===== src/rtl/fifo_wr_arbiter.sv =====
// Round-robin arbiter sharing one async-FIFO write port among NREQ write-domain requesters.
// Latency: req in IDLE at cycle n -> gnt and first possible wen in cycle n+1; one word/cycle in BURST.
// Backpressure: full gates wen combinationally; full-stall cycles hold the grant and do not count.
//
// Ports:
//   wclk      write-domain clock, all state on rising edge
//   reset     asynchronous active-low reset
//   req       per-requester write request (held while data pending)
//   req_data  packed requester data, requester i on [i*DW +: DW]
//   full      FIFO full flag (write-domain synchronized)
//   gnt       one-hot registered grant, zero when idle
//   ack       one-hot, requester's word written this cycle
//   wen       FIFO write enable
//   wdata     FIFO write data (zero when wen=0)
module fifo_wr_arbiter #(
    parameter int NREQ  = 4,
    parameter int DW    = 8,
    parameter int BURST = 4
) (
    input  logic                 wclk,
    input  logic                 reset,
    input  logic [NREQ-1:0]      req,
    input  logic [NREQ*DW-1:0]   req_data,
    input  logic                 full,
    output logic [NREQ-1:0]      gnt,
    output logic [NREQ-1:0]      ack,
    output logic                 wen,
    output logic [DW-1:0]        wdata
);

    localparam int GW = (NREQ > 1) ? $clog2(NREQ) : 1;
    localparam int CW = $clog2(BURST + 1);
    localparam logic [GW-1:0]   LAST_RST = GW'(NREQ - 1);
    localparam logic [CW-1:0]   CNT_MAX  = CW'(BURST);
    localparam logic [NREQ-1:0] ONE_HOT0 = NREQ'(1);

    typedef enum logic {
        S_IDLE  = 1'b0,
        S_BURST = 1'b1
    } state_t;

    state_t          r_state;
    state_t          w_state_nxt;
    logic [GW-1:0]   r_g;
    logic [GW-1:0]   w_g_nxt;
    logic [GW-1:0]   r_last;
    logic [GW-1:0]   w_last_nxt;
    logic [CW-1:0]   r_cnt;
    logic [CW-1:0]   w_cnt_nxt;
    logic [NREQ-1:0] r_gnt;
    logic [NREQ-1:0] w_gnt_nxt;
    // Blocks grants on the first edge after reset release, so the earliest
    // grant lands on the second rising edge.
    logic            r_arm;

    logic            w_found;
    logic [GW-1:0]   w_pick;
    logic [GW-1:0]   w_idx;
    logic            w_req_g;
    logic [DW-1:0]   w_data_arr [NREQ];

    for (genvar gi = 0; gi < NREQ; gi++) begin : g_unpack
        assign w_data_arr[gi] = req_data[gi*DW +: DW];
    end

    assign w_req_g = req[r_g];
    assign wen     = (r_state == S_BURST) && w_req_g && !full;
    assign wdata   = wen ? w_data_arr[r_g] : '0;
    assign ack     = wen ? r_gnt : '0;
    assign gnt     = r_gnt;

    // Round-robin search starting just after the last granted requester.
    always_comb begin
        int idx;
        idx     = 0;
        w_idx   = '0;
        w_found = 1'b0;
        w_pick  = '0;
        for (int k = 1; k <= NREQ; k++) begin
            idx   = (int'(r_last) + k) % NREQ;
            w_idx = GW'(idx);
            if (!w_found && req[w_idx]) begin
                w_found = 1'b1;
                w_pick  = w_idx;
            end
        end
    end

    always_comb begin
        w_state_nxt = r_state;
        w_g_nxt     = r_g;
        w_last_nxt  = r_last;
        w_cnt_nxt   = r_cnt;
        w_gnt_nxt   = r_gnt;
        case (r_state)
            S_IDLE: begin
                if (r_arm && w_found) begin
                    w_state_nxt = S_BURST;
                    w_g_nxt     = w_pick;
                    w_last_nxt  = w_pick;
                    w_cnt_nxt   = '0;
                    w_gnt_nxt   = ONE_HOT0 << w_pick;
                end
            end
            S_BURST: begin
                if (!w_req_g) begin
                    // Early release: no write this cycle.
                    w_state_nxt = S_IDLE;
                    w_gnt_nxt   = '0;
                    w_cnt_nxt   = '0;
                end else if (wen) begin
                    if ((r_cnt + CW'(1)) == CNT_MAX) begin
                        w_state_nxt = S_IDLE;
                        w_gnt_nxt   = '0;
                        w_cnt_nxt   = '0;
                    end else begin
                        w_cnt_nxt = r_cnt + CW'(1);
                    end
                end
                // else: full stall, hold everything
            end
            default: begin
                w_state_nxt = S_IDLE;
                w_gnt_nxt   = '0;
            end
        endcase
    end

    always_ff @(posedge wclk or negedge reset) begin
        if (!reset) begin
            r_state <= S_IDLE;
            r_g     <= '0;
            r_last  <= LAST_RST;
            r_cnt   <= '0;
            r_gnt   <= '0;
            r_arm   <= 1'b0;
        end else begin
            r_state <= w_state_nxt;
            r_g     <= w_g_nxt;
            r_last  <= w_last_nxt;
            r_cnt   <= w_cnt_nxt;
            r_gnt   <= w_gnt_nxt;
            r_arm   <= 1'b1;
        end
    end

endmodule


===== config.mk =====
export PLATFORM = sky130hd
export DESIGN_NAME = fifo_wr_arbiter
export DESIGN_NICKNAME = d
export VERILOG_FILES = /design/src/rtl/fifo_wr_arbiter.sv
export SDC_FILE = /design/constraint.sdc
export NUM_CORES = 1
export LEC_CHECK = 0
export ABC_AREA = 1
export BUFFER_PORTS_ARGS = -buffer_cell sky130_fd_sc_hd__buf_2
export CAP_MARGIN = 20
export CORE_UTILIZATION = 50
export CTS_BUF_LIST = sky130_fd_sc_hd__clkbuf_8
export CTS_CLUSTER_DIAMETER = 40
export DETAILED_ROUTE_END_ITERATION = 7
export PLACE_DENSITY_LB_ADDON = 0.1
export SYNTH_ARGS = -nofsm -noshare
export SYNTH_HDL_FRONTEND = slang
export SYNTH_SLANG_ARGS = --single-unit

===== constraint.sdc =====
create_clock -name wclk -period 3 [get_ports wclk]
set_clock_uncertainty 0.1 [all_clocks]
set_input_delay 0.75 -clock wclk [delete_from_list [all_inputs] [get_ports wclk]]
set_output_delay 0.75 -clock wclk [all_outputs]
set_load 0.02 [all_outputs]

# == After elaboration in Yosys (flattened, before gate mapping) ==
# Index checks and enable logic that the tools add are counted.
# W data, S select, Z words.
# totals
register_bits,13
word_cells,75
# op_classes
n_addsub,5
magnitude_cmp,6
eq_ne,4
shift,1
mux,38
bitwise,2
reduce_logical,13
# op_table
operator,count
$mux W8,3
$mux W4,5
$bmux W8 S2,1
$lt A2 B3 Y1 const B,5
$mux W1,13
$mux W3,4
$bmux W1 S2,5
$mux W2,4
$pmux W4 S2,1
$logic_and A1 B1 Y1,6
$pmux W3 S2,1
$add A2 B1 Y2 const B,2
$add A2 B2 Y2 const B,2
$logic_not A1 Y1,4
$reduce_and A2 Y1,2
$shl A1 B2 Y4 const A,1
$add A3 B1 Y3 const B,1
$eq A3 B3 Y1 const B,1
$ge A3 B3 Y1 const B,1
$ne A3 B2 Y1 const B,1
$ne A3 B3 Y1 const B,1
$not A2 Y3,1
$reduce_and A3 Y1,1
$ne A2 B2 Y1 const B,1
other kinds (2),2

# == Longest topological paths before layout ==
# depth
depth_word,16
ltp_mapped,13
ltp_nobuf,12

# == Worst setup path before layout ==
# OpenSTA, ideal clock, no wires.
# synth_path
path_type,in2out
start,in req[1]
end,out wdata[0]
arrival_time_ns,1.961
setup_slack_ns,0.189
stages,9
n_path_buf,1
cell_sequence,inv_1 > a21oi_1 > o21ai_0 > nand2_1 > nand2_1 > nor2_2 > inv_1 > buf_2 > a21oi_1
# synth_via
elab_chain_cells,5
# synth_rtl
item,line,rtl
start: declaration,22,"input logic [NREQ-1:0] req,"
$bmux W1 S2,66,assign w_req_g = req[r_g];
$mux W1 (not written as such),66,
$logic_and A1 B1 Y1 (2 in a row),67,assign wen = (r_state == S_BURST) && w_req_g && !full;
via wen,27,"output logic wen,"
$mux W8,68,assign wdata = wen ? w_data_arr[r_g] : '0;
end: declaration,28,output logic [DW-1:0] wdata
# The timed path passes the listed nets, and every way through them passes these cells. The select of a mux whose other input is x is not followed.

# == Worst setup path after layout ==
# layout_path
start,in req[1]
end,out wdata[3]
# layout_via
elab_chain_cells,5
# layout_rtl
item,line
$bmux W1 S2,66
$mux W1 (not written as such),66
$logic_and A1 B1 Y1 (2 in a row),67
$mux W8,68
# No other way between the ends. The select of a mux whose other input is x is not followed.

==> flow_metrics.py <==
metrics = {
    "critical_path": {
        "crit_type": "in2out",
        "reg2reg_depth": 10,
        "cp_slowest_cell": "inv_1",
        "worstPathArrival_ps": 1940,
        "crit_chain": "buf_2 -> inv_1 -> a21oi_1 -> o21ai_0 -> nand2_1 -> nand2_1 -> nor2_2 -> inv_1 -> a21oi_1 -> buf_2",
        "rrSetupSlack_ps": 1190,
        "slowest_delay_ps": 190,
        "worstPathMaxFanout": 13,
        "crit_family": "buffers and inverters",
        "worstSetupEndpointType": "output pin",
        "reg2reg_from": "r_last[0]",
        "timing.rr.end": "gnt[2]",
        "cp-start-kind": "primary input",
        "required_ps": 2150,
        "crit_buf_inv": 4,
    },
    "clock_network": {
        "cts_made_buffers": 3,
        "cts_root_buf": "clkbuf_8",
        "hold_buffers": 0,
        "cts_max_level": 1,
        "cts_buffer_depth": 2,
        "cts_tree": "built",
        "clk_pin_slew_worst_paths_ps": 60,
        "cts_sinks": 13,
        "postCtsResizedCells": 0,
        "clk_latency_ps": 240,
        "post_cts_buffers": 0,
    },
    "drt": {
        "initialDrtViolationCount": 50,
        "vias": 1377,
        "routedWlPerCell_um": 10.2,
        "drtPass1Iterations": 4,
        "drc": 0,
        "routed_wl_um": 2820,
        "ant_nets": 0,
        "viasPerCell": 4.95,
    },
    "finish": {
        "syn2layout_area_growth_pct": 26.8,
        "postLayoutCoreUtil": 0.681,
        "fillers": 212,
        "final_area_um2": 1520,
        "num-nets-final": 292,
        "drive_gt1_frac": 0.308,
        "antenna_cells": 0,
    },
    "sta": {
        "slew_headroom": 0.667,
        "finalCriticalPeriod_ps": 2790,
        "timing.final.crit_share": 0.930,
        "tightest_slew_ps": 495,
        "hold_viol_final": 0,
        "slew_violations": 0,
        "setup_viol": 0,
        "fmax_ghz": 0.359,
        "rsz0062_at_grt": "no",
        "fin_tns_setup_ps": 0,
    },
    "status": {
        "status": "complete, no violations",
    },
    "global_route": {
        "antenna_found_initial": 0,
        "grt_max_degree": 18,
        "grt_pass1_wl_um": 4800,
        "grt-ovfl-total": 0,
        "grt_usage": 0.241,
        "grt_pass1_vias": 1150,
    },
    "yosys": {
        "ys_types": 29,
        "netlist_top_cells_area": "dfrtp_1 (23%), nand2_1 (16%), nor2_1 (13%)",
        "syn_area_per_cell_um2": 6.12,
        "synth_nets": 237,
        "yosysTopAreaCell": "dfrtp_1",
        "yosysWarnings": 0,
        "ys_seq_area_frac": 0.273,
        "ys_top_cells_by_count": "nand2_1 (52), nor2_1 (40), o21ai_0 (22)",
        "synthArstFlopShare": 1.00,
        "syn_inst": 196,
        "ys_seq_elements": 13,
        "syn_area_um2": 1200,
        "synth_ff_type": "dfrtp_1",
        "synth_edf_count": 0,
        "yosysMostFrequentCell": "nand2_1",
        "synth_top_area_share": 0.230,
    },
    "floorplanning": {
        "start_util": 0.537,
        "fp-row-count": 17,
        "dieArea_um2": 2600,
        "core_area_um2": 2230,
        "die_h_um": 51.0,
        "io_pins": 56,
        "die_w_um": 51.0,
    },
    "power": {
        "peakVddDrop_v": 0.000739,
        "leakage_nw": 0.872,
        "p_total_mw": 1.40,
        "power.density_nw_per_um2": 919,
    },
    "place": {
        "gp_congestion": 0.835,
        "portBuffers": 55,
        "placed_cell_area_um2": 1470,
        "dpl.hpwl_um": 2180,
    },
    "hold_path": {
        "holdCritPathClass": "in2async",
    },
    "run": {
        "cap_viol_max_count": 0,
    },
}
through the flow:
stage / hold slack (ps) / std cells / setup slack, ps
2_1_floorplan: 354 / 196 / 189
3_3_place_gp: 376 / 274 / 261
3_5_place_dp: 382 / 274 / 216
4_1_cts: 281 / 278 / 212
5_1_grt: 298 / 278 / 42.2
6_report: 274 / 278 / 211
cells by family (layout without fill, tap and decap cells):
| logic type | after synthesis | in the layout | synth area share |
|---|---|---|---|
| and+or+nand+nor | 120 | 120 | 0.450 |
| other | 1 | 1 | 0.00313 |
| adders and majority gates | 2 | 2 | 0.0209 |
| DFF | 13 | 13 | 0.273 |
| xor gates and xnor gates | 1 | 1 | 0.00731 |
| buffers and inverters | 25 | 79 | 0.0992 |
| AOI/OAI and AO/OA | 34 | 34 | 0.146 |
layout by cell type (no fill, tap or decap):
| cell | n |
|---|---|
| ha_1 | 2 |
| o21ai_0 | 22 |
| or2_2 | 1 |
| nor2_2 | 1 |
| inv_2 | 1 |
| nand3_2 | 1 |
| o211ai_1 | 1 |
| buf_2 | 55 |
| a21oi_1 | 10 |
| nor2_1 | 40 |
| dfstp_2 | 2 |
| nor3b_1 | 1 |
| nand2_1 | 52 |
| clkinv_1 | 1 |
| inv_6 | 1 |
| nor3_1 | 1 |
| nand4_1 | 1 |
| nand2_4 | 4 |
| nor2_4 | 2 |
| buf_4 | 1 |
| nand3_1 | 12 |
| clkbuf_8 | 3 |
| dfrtp_1 | 11 |
| nand2_2 | 4 |
| o31ai_1 | 1 |
| conb_1 | 1 |
| clkinv_2 | 1 |
| inv_1 | 16 |
| xnor2_1 | 1 |
metal layers:
metal,part of all wire,global-route usage
met5,0,0
met2,0.45,0.360
met4,0.017,0.106
met3,0.060,0.0298
met1,0.47,0.344
where the power goes:
part	leakage [nW]	internal (mW)	switching [mW]
clock	0.0255	0.0917	0.0642
sequential	0.165	0.249	0.0877
combinational	0.682	0.310	0.595
total	0.872	0.650	0.747
how the worst max path moves through the flow:
stage	slack [ps]	start	depth (start not counted)	end
after global placement	260	req[1]	10	wdata[6]
after floorplan	190	req[1]	9	wdata[0]
after global routing	40	req[1]	10	wdata[1]
after CTS	210	req[1]	10	wdata[1]
final	210	req[1]	10	wdata[3]
after detailed placement	220	req[1]	10	wdata[1]
layout make-up:
cell class / instances / area, µm² / area share
multi-input cells: 158 / 752 / 0.495
inverters: 19 / 76.3 / 0.0502
flip-flops and latches: 13 / 328 / 0.216
clock buffers: 3 / 41.3 / 0.0272
clock inverters: 1 / 5.00 / 0.00329
well taps: 28 / 35.0 / 0.0230
repair buffers: 56 / 283 / 0.186
state kept, by name (all words and copies together), names as in the netlist:
name,flops
r_arm,1
r_cnt,3
r_g,2
gnt,4
r_state,1
r_last,2
(Power assumes the default switching activity.)
